--- src/rtl/axi_slice_pkg.sv ---
// Shared definitions for the AXI channel slices: payload width helpers and beat layouts.
// Each slice flattens its channel into one vector, most-significant field first.
package axi_slice_pkg;

  localparam int unsigned RIdWidth   = 4;
  localparam int unsigned RDataWidth = 64;
  localparam int unsigned RUserWidth = 6;

  // R beat width: resp(2) + last(1) + user + data + id
  function automatic int unsigned r_payload_width(input int unsigned id_w,
                                                  input int unsigned data_w,
                                                  input int unsigned user_w);
    return 3 + user_w + data_w + id_w;
  endfunction

  localparam int unsigned RPayloadWidth = r_payload_width(RIdWidth, RDataWidth, RUserWidth);

  typedef struct packed {
    logic [1:0]            resp;
    logic                  last;
    logic [RUserWidth-1:0] user;
    logic [RDataWidth-1:0] data;
    logic [RIdWidth-1:0]   id;
  } r_beat_t;

endpackage

--- src/rtl/axi_r_buffer.sv ---
// AXI4 R-channel register slice: a small circular FIFO that breaks every combinational
// path between the upstream and downstream handshakes.
module axi_r_buffer
  import axi_slice_pkg::*;
#(
  parameter int unsigned ID_WIDTH     = 4,
  parameter int unsigned DATA_WIDTH   = 64,
  parameter int unsigned USER_WIDTH   = 6,
  parameter int unsigned BUFFER_DEPTH = 2
) (
  input  logic                  clk_i,
  input  logic                  rst_ni,
  input  logic                  test_en_i,
  input  logic                  slave_valid_i,
  input  logic [DATA_WIDTH-1:0] slave_data_i,
  input  logic [1:0]            slave_resp_i,
  input  logic                  slave_last_i,
  input  logic [ID_WIDTH-1:0]   slave_id_i,
  input  logic [USER_WIDTH-1:0] slave_user_i,
  output logic                  slave_ready_o,
  output logic                  master_valid_o,
  output logic [DATA_WIDTH-1:0] master_data_o,
  output logic [1:0]            master_resp_o,
  output logic                  master_last_o,
  output logic [ID_WIDTH-1:0]   master_id_o,
  output logic [USER_WIDTH-1:0] master_user_o,
  input  logic                  master_ready_i
);

  localparam int unsigned PayloadW = r_payload_width(ID_WIDTH, DATA_WIDTH, USER_WIDTH);
  localparam int unsigned PtrW     = (BUFFER_DEPTH > 1) ? $clog2(BUFFER_DEPTH) : 1;
  localparam int unsigned CntW     = $clog2(BUFFER_DEPTH + 1);
  localparam logic [PtrW-1:0] PtrMax  = PtrW'(BUFFER_DEPTH - 1);
  localparam logic [CntW-1:0] CntFull = CntW'(BUFFER_DEPTH);

  logic [PayloadW-1:0] mem_q [BUFFER_DEPTH];
  logic [PayloadW-1:0] mem_d [BUFFER_DEPTH];
  logic [PtrW-1:0]     wr_ptr_q, wr_ptr_d;
  logic [PtrW-1:0]     rd_ptr_q, rd_ptr_d;
  logic [CntW-1:0]     count_q, count_d;
  logic                push, pop;
  logic [PayloadW-1:0] wr_payload, rd_payload;

  logic unused_test_en;
  assign unused_test_en = test_en_i;

  assign wr_payload = {slave_resp_i, slave_last_i, slave_user_i, slave_data_i, slave_id_i};

  // Both handshake outputs come from count_q only, so no ready/valid path crosses the slice.
  assign slave_ready_o  = (count_q != CntFull);
  assign master_valid_o = (count_q != '0);

  assign push = slave_valid_i & slave_ready_o;
  assign pop  = master_valid_o & master_ready_i;

  always_comb begin
    mem_d    = mem_q;
    wr_ptr_d = wr_ptr_q;
    rd_ptr_d = rd_ptr_q;
    count_d  = count_q;

    if (push) begin
      mem_d[wr_ptr_q] = wr_payload;
      wr_ptr_d        = (wr_ptr_q == PtrMax) ? '0 : wr_ptr_q + 1'b1;
    end
    if (pop) begin
      rd_ptr_d = (rd_ptr_q == PtrMax) ? '0 : rd_ptr_q + 1'b1;
    end

    case ({push, pop})
      2'b10:   count_d = count_q + 1'b1;
      2'b01:   count_d = count_q - 1'b1;
      default: count_d = count_q;
    endcase
  end

  always_ff @(posedge clk_i or negedge rst_ni) begin
    if (!rst_ni) begin
      for (int unsigned i = 0; i < BUFFER_DEPTH; i++) begin
        mem_q[i] <= '0;
      end
      wr_ptr_q <= '0;
      rd_ptr_q <= '0;
      count_q  <= '0;
    end else begin
      mem_q    <= mem_d;
      wr_ptr_q <= wr_ptr_d;
      rd_ptr_q <= rd_ptr_d;
      count_q  <= count_d;
    end
  end

  assign rd_payload    = mem_q[rd_ptr_q];
  assign master_id_o   = rd_payload[ID_WIDTH-1:0];
  assign master_data_o = rd_payload[ID_WIDTH +: DATA_WIDTH];
  assign master_user_o = rd_payload[ID_WIDTH + DATA_WIDTH +: USER_WIDTH];
  assign master_last_o = rd_payload[PayloadW-3];
  assign master_resp_o = rd_payload[PayloadW-1 -: 2];

endmodule

--- config.mk ---
export PLATFORM = sky130hd
export DESIGN_NAME = axi_r_buffer
export DESIGN_NICKNAME = d
export VERILOG_FILES = /design/src/rtl/axi_slice_pkg.sv /design/src/rtl/axi_r_buffer.sv
export SDC_FILE = /design/constraint.sdc
export NUM_CORES = 1
export LEC_CHECK = 0
export BUFFER_PORTS_ARGS = -buffer_cell sky130_fd_sc_hd__buf_2
export CAP_MARGIN = 20
export CORE_UTILIZATION = 45
export DETAILED_ROUTE_END_ITERATION = 12
export HOLD_SLACK_MARGIN = 0.12
export PLACE_DENSITY = 0.76
export SYNTH_ARGS = -nofsm -noshare
export SYNTH_HDL_FRONTEND = slang
export SYNTH_SLANG_ARGS = --single-unit
--- constraint.sdc ---
create_clock -name clk_i -period 2.1 [get_ports clk_i]
set_clock_uncertainty 0.15 [all_clocks]
set_input_delay 0.21 -clock clk_i [delete_from_list [all_inputs] [get_ports clk_i]]
set_output_delay 0.21 -clock clk_i [all_outputs]
set_load 0.05 [all_outputs]
After elaboration in Yosys (flattened, before gate mapping)
Cells that the tools add are included.
W data, S select, Z words.
Word-level totals
  register bits after elaboration: 158
  latch bits: 0
  RAM bits: 0
  ROM bits: 0
  bits of input ports: 82
  output and inout port bits: 79
  word-level logic and storage cells: 31
  memories: 0
Operators by class
  add/sub/neg operators: 4
  $mul: 0
  div/mod/pow operators: 0
  order comparisons: 3
  eq/ne operators: 3
  shift-type cells: 0
  multiplexer cells: 9
  bitwise operators: 4
  reductions and logical operators: 3
Operators by type and width (number)
  $mux W77: 4
  $bwmux W154: 1
  $demux W77 S1: 1
  $ge A2 B2 Y1 const B: 2
  $not A1 Y2: 2
  $pmux W2 S2: 1
  $reduce_bool A2 Y1: 2
  $add A1 B1 Y1 const B: 2
  $add A2 B1 Y2 const B: 1
  $and A1 B1 Y1: 2
  $eq A2 B1 Y1 const B: 1
  $eq A2 B2 Y1 const B: 1
  $lt A2 B1 Y1 const B: 1
  $mux W1: 2
  $ne A2 B2 Y1 const B: 1
  $sub A2 B1 Y2 const B: 1
  $logic_and A1 B1 Y1: 1

Depth between registers and ports, before layout
  word-level depth: 6
  gate-level depth with buffers: 6
  mapped depth without buffers: 6

Worst setup path before layout
OpenSTA, ideal clock, no wires.
  kind: flip-flop to flip-flop
  from: reg count_q[0]
  to: reg count_q[1]
  library setup time: 0.079 ns
  data arrival time: 1.612 ns
  data required time: 1.871 ns
  path slack: 0.258 ns
  cell stages (with the launch flop): 6
  path buffers: 0
  clock period less this slack: 1.842 ns
  cell sequence: dfrtp_1 > or2_2 > and2_1 > ha_1 > nor2_1 > xor2_1
On the way
  cells in the longest elaborated chain, start to end: 4
  elaborated cells between the ends (all ways): 10
  those cells by class: add/sub: 2; eq/ne: 3; mux: 1; bitwise: 2; reduce/logical: 2
Ends and longest elaborated chain
  start: declaration: RTL line axi_r_buffer.sv:40  | logic [CntW-1:0] count_q, count_d;
  start signal: assignment: RTL line axi_r_buffer.sv:89  | count_q <= count_d;
  $reduce_bool A2 Y1 (*): RTL line axi_r_buffer.sv:51  | assign master_valid_o = (count_q != '0);
  named net master_valid_o: RTL line axi_r_buffer.sv:21  | output logic master_valid_o,
  $and A1 B1 Y1 (*): RTL line axi_r_buffer.sv:54  | assign pop = master_valid_o & master_ready_i;
  named net pop: RTL line axi_r_buffer.sv:41  | logic push, pop;
  $eq A2 B1 Y1 / $eq A2 B2 Y1 (equally long branches): RTL line axi_r_buffer.sv:70  | case ({push, pop})
  $pmux W2 S2 / $reduce_bool A2 Y1 (equally long branches)
Mark *: on every way through the listed nets, which the timed path passes. The rest lies on a longest branch.
A chain may end at the register's enable or synchronous reset.

Worst setup path in the final report
  from: reg rd_ptr_q
  to: out master_data_o[60]
On the way
  cells in the longest elaborated chain, start to end: 4
Ends and longest elaborated chain
  start: declaration: RTL line axi_r_buffer.sv:39  | logic [PtrW-1:0] rd_ptr_q, rd_ptr_d;
  start signal: assignment: RTL line axi_r_buffer.sv:88  | rd_ptr_q <= rd_ptr_d;
  $not A1 Y2 (not written as such): RTL line axi_r_buffer.sv:93  | assign rd_payload = mem_q[rd_ptr_q];
  $mux W77 (not written as such) (3 in series): RTL line axi_r_buffer.sv:93
  end: declaration: RTL line axi_r_buffer.sv:22  | output logic [DATA_WIDTH-1:0] master_data_o,
Every way passes these cells. The select of a mux whose other input is x is not followed.

==> flow_metrics.tcl <==
set metrics [dict create \
    min_period_ns 2.08 \
    synth_mux_area_frac 0.399 \
    path_clk_slew_ns 0.07 \
    synth-xor-area-share 0.00618 \
    critPathTopFamily "buffers and inverters" \
    grt_max_degree 57 \
    drive_above_1_share 0.646 \
    met2_length_mm 8.83 \
    tightest_slew_ns 0.311 \
    wl_per_cell_um 18.8 \
    hp-class "input port to async pin" \
    arrival_ns 1.72 \
    synth_compound_area_frac 0 \
    die_h_um 127 \
    slew_viol_final 0 \
    worstSkewPairLatency_ns 0.42 \
    r2r-start "count_q[0]$_DFFE_PN0P_" \
    fin_crit_sh 0.988 \
    grt_first_pass_wirelength_mm 25.8 \
    synth_top_family_by_area "multiplexers" \
    wl_met3_mm 1.10 \
    syn-num-nets 512 \
    placed_cells 783 \
    ant_nets 0 \
    start_util 0.464 \
    antenna_found_initial 0 \
    io_buffers 159 \
    ys_warn_count 0 \
    syn_area_per_cell_um2 16.5 \
    gr-total-overflow 0 \
    core_area_um2 15300 \
    grt_pass1_vias 5088 \
    drcViolationCount 0 \
    pin_count 161 \
    reg2reg_depth 4 \
    drv_cap 0 \
    rows 45 \
    drt-met1-wl_mm 6.93 \
    wl_mm 17.0 \
    cp-end-kind "output pin" \
    rrSetupSlack_ns 0.30 \
    synthCells 429 \
    ys_ff_latch 158 \
    cp-start-kind "flip-flop" \
    hpwlAfterDp_mm 9.30 \
    route.top_layer_used "met4" \
    setup_tns_ns 0 \
    cts_sinks 158 \
    die_w_um 127 \
    syn2layout_area_growth_pct 41.7 \
    crit_required_ns 1.74 \
    ys_types 17 \
    rsz0062_at_grt "yes" \
    die-area_um2 16200 \
    synth_area_um2 7080 \
    cts_buffers 17 \
    path_buf_inv 3 \
    track_usage 0.207 \
    viasPerCell 5.03 \
    setup_viol 0 \
    path_class "flip-flop to output pin" \
    timing.rr.end "mem_q[122]$_DFFE_PN0P_" \
    critPathMaxFanout 7 \
    drtIter0Drc 157 \
    synthSimpleGateAreaFrac 0.00689 \
    root_buffer "clkbuf_16" \
    status "finished, final reports clean" \
    stdcell_count 906 \
    startpoint "rd_ptr_q$_DFFE_PN0P_" \
    timing.final.hold_violations 0 \
    cts_buffer_depth 2 \
    cts_tree "yes" \
    synth_fa_ha_area_frac 0.00177 \
    nets 765 \
    fmax_mhz 482 \
    via_count 4558 \
    slew_headroom 0.793 \
    ys_seq_area_frac 0.558 \
    cp_cell_sequence "buf_4 -> clkbuf_16 -> mux2_2 -> buf_2" \
    htree_levels 4 \
    first_pass_iters 6 \
    critPathMaxStageDelay_ns 0.48 \
    gp_congestion 0.708 \
    slowest_stage "dfrtp_4" \
    diodes 0 \
]
[how the worst max path moves through the flow]
stage	slack [ns]	depth (start not counted)	end
2_1_floorplan	0.26	5	count_q[1]$_DFFE_PN0P_
3_3_place_gp	0.30	3	master_data_o[32]
3_5_place_dp	0.29	3	master_data_o[17]
4_1_cts	-0.01	3	master_data_o[17]
5_1_grt	-0.03	4	master_user_o[0]
6_report	0.02	4	master_data_o[60]
[layer usage]
layer | vias to the layer above | GRT usage
li1 | 2037 | -
met1 | 2357 | 0.242
met2 | 146 | 0.356
met3 | 18 | 0.0741
met4 | 0 | 0.0602
met5 | - | 0
[Yosys cell counts]
cell,instances,share of area
and2_1,1,0.00088
clkbuf_1,6,0.0032
xnor2_1,3,0.0037
xor2_1,2,0.0025
ha_1,1,0.0018
nor2_1,1,0.00053
mux2_2,171,0.27
or2_2,1,0.00088
dfrtp_1,158,0.56
buf_2,12,0.0085
and3_1,1,0.00088
nand2b_4,1,0.0019
nand2_1,1,0.00053
buf_6,6,0.0095
buf_8,3,0.0064
and3b_1,1,0.0012
mux2_4,60,0.13
[state kept, by name, summed over array words and instances (netlist names)]
name	flops
mem_q	154
rd_ptr_q	1
wr_ptr_q	1
count_q	2
[area by class of cell]
class,instances,area [µm²]
Clock buffer,18,439
Clock inverter,14,180
Fill cell,1048,5230
Multi-Input combinational cell,244,2940
Sequential cell,158,3960
Tap cell,211,264
Timing Repair Buffer,261,2250
[logic make-up after synthesis]
group                      Yosys count
muxes                              231
DFF                                158
buffers and inverters               27
and+or+nand+nor                      7
xor gates and xnor gates             5
adders and majority gates            1
[timing repair]
action                     in CTS  in global routing
resized for setup              53                 72
setup buffers                   2                  3
gates cloned                    0                  5
setup endpoints to repair      64                 57
hold endpoints to repair      314                  0
hold buffers                   81                  0
[worst register-to-register path: stages (launching register included)]
cell and delay [ns]:
dfrtp_1 0.42, nand2b_4 0.17, and3b_4 0.25, buf_12 0.28, mux2_2 0.41
[cell usage in the layout, fill, tap and decap left out, drive strengths merged]
| cell | Yosys | final |
|---|---|---|
| nor2 | 1 | 1 |
| bufinv | 0 | 3 |
| and2 | 1 | 1 |
| and3 | 1 | 1 |
| buf | 21 | 178 |
| clkbuf | 6 | 21 |
| ha | 1 | 1 |
| xnor2 | 3 | 3 |
| xor2 | 2 | 2 |
| clkinv | 0 | 4 |
| or2 | 1 | 1 |
| and3b | 1 | 1 |
| inv | 0 | 5 |
| nand2 | 1 | 1 |
| nand2b | 1 | 1 |
| mux2 | 231 | 231 |
| dlygate4sd3 | 0 | 80 |
| dfrtp | 158 | 158 |
| clkinvlp | 0 | 2 |
[stage by stage]
stage / util / setup slack [ns] / cell area [µm²] / hold slack (ns)
2_1_floorplan: - / 0.258 / 7080 / -0.236
3_3_place_gp: 0.534 / 0.300 / 8150 / -0.0299
3_5_place_dp: 0.534 / 0.286 / 8150 / -0.0214
4_1_cts: 0.639 / -0.0133 / 9760 / 0.185
5_1_grt: 0.657 / -0.0270 / 10000 / 0.211
6_report: 0.657 / 0.0243 / 10000 / 0.214
Power is not shown: default switching activity piles up to over one toggle a cycle in this logic, so the estimate is an artifact.
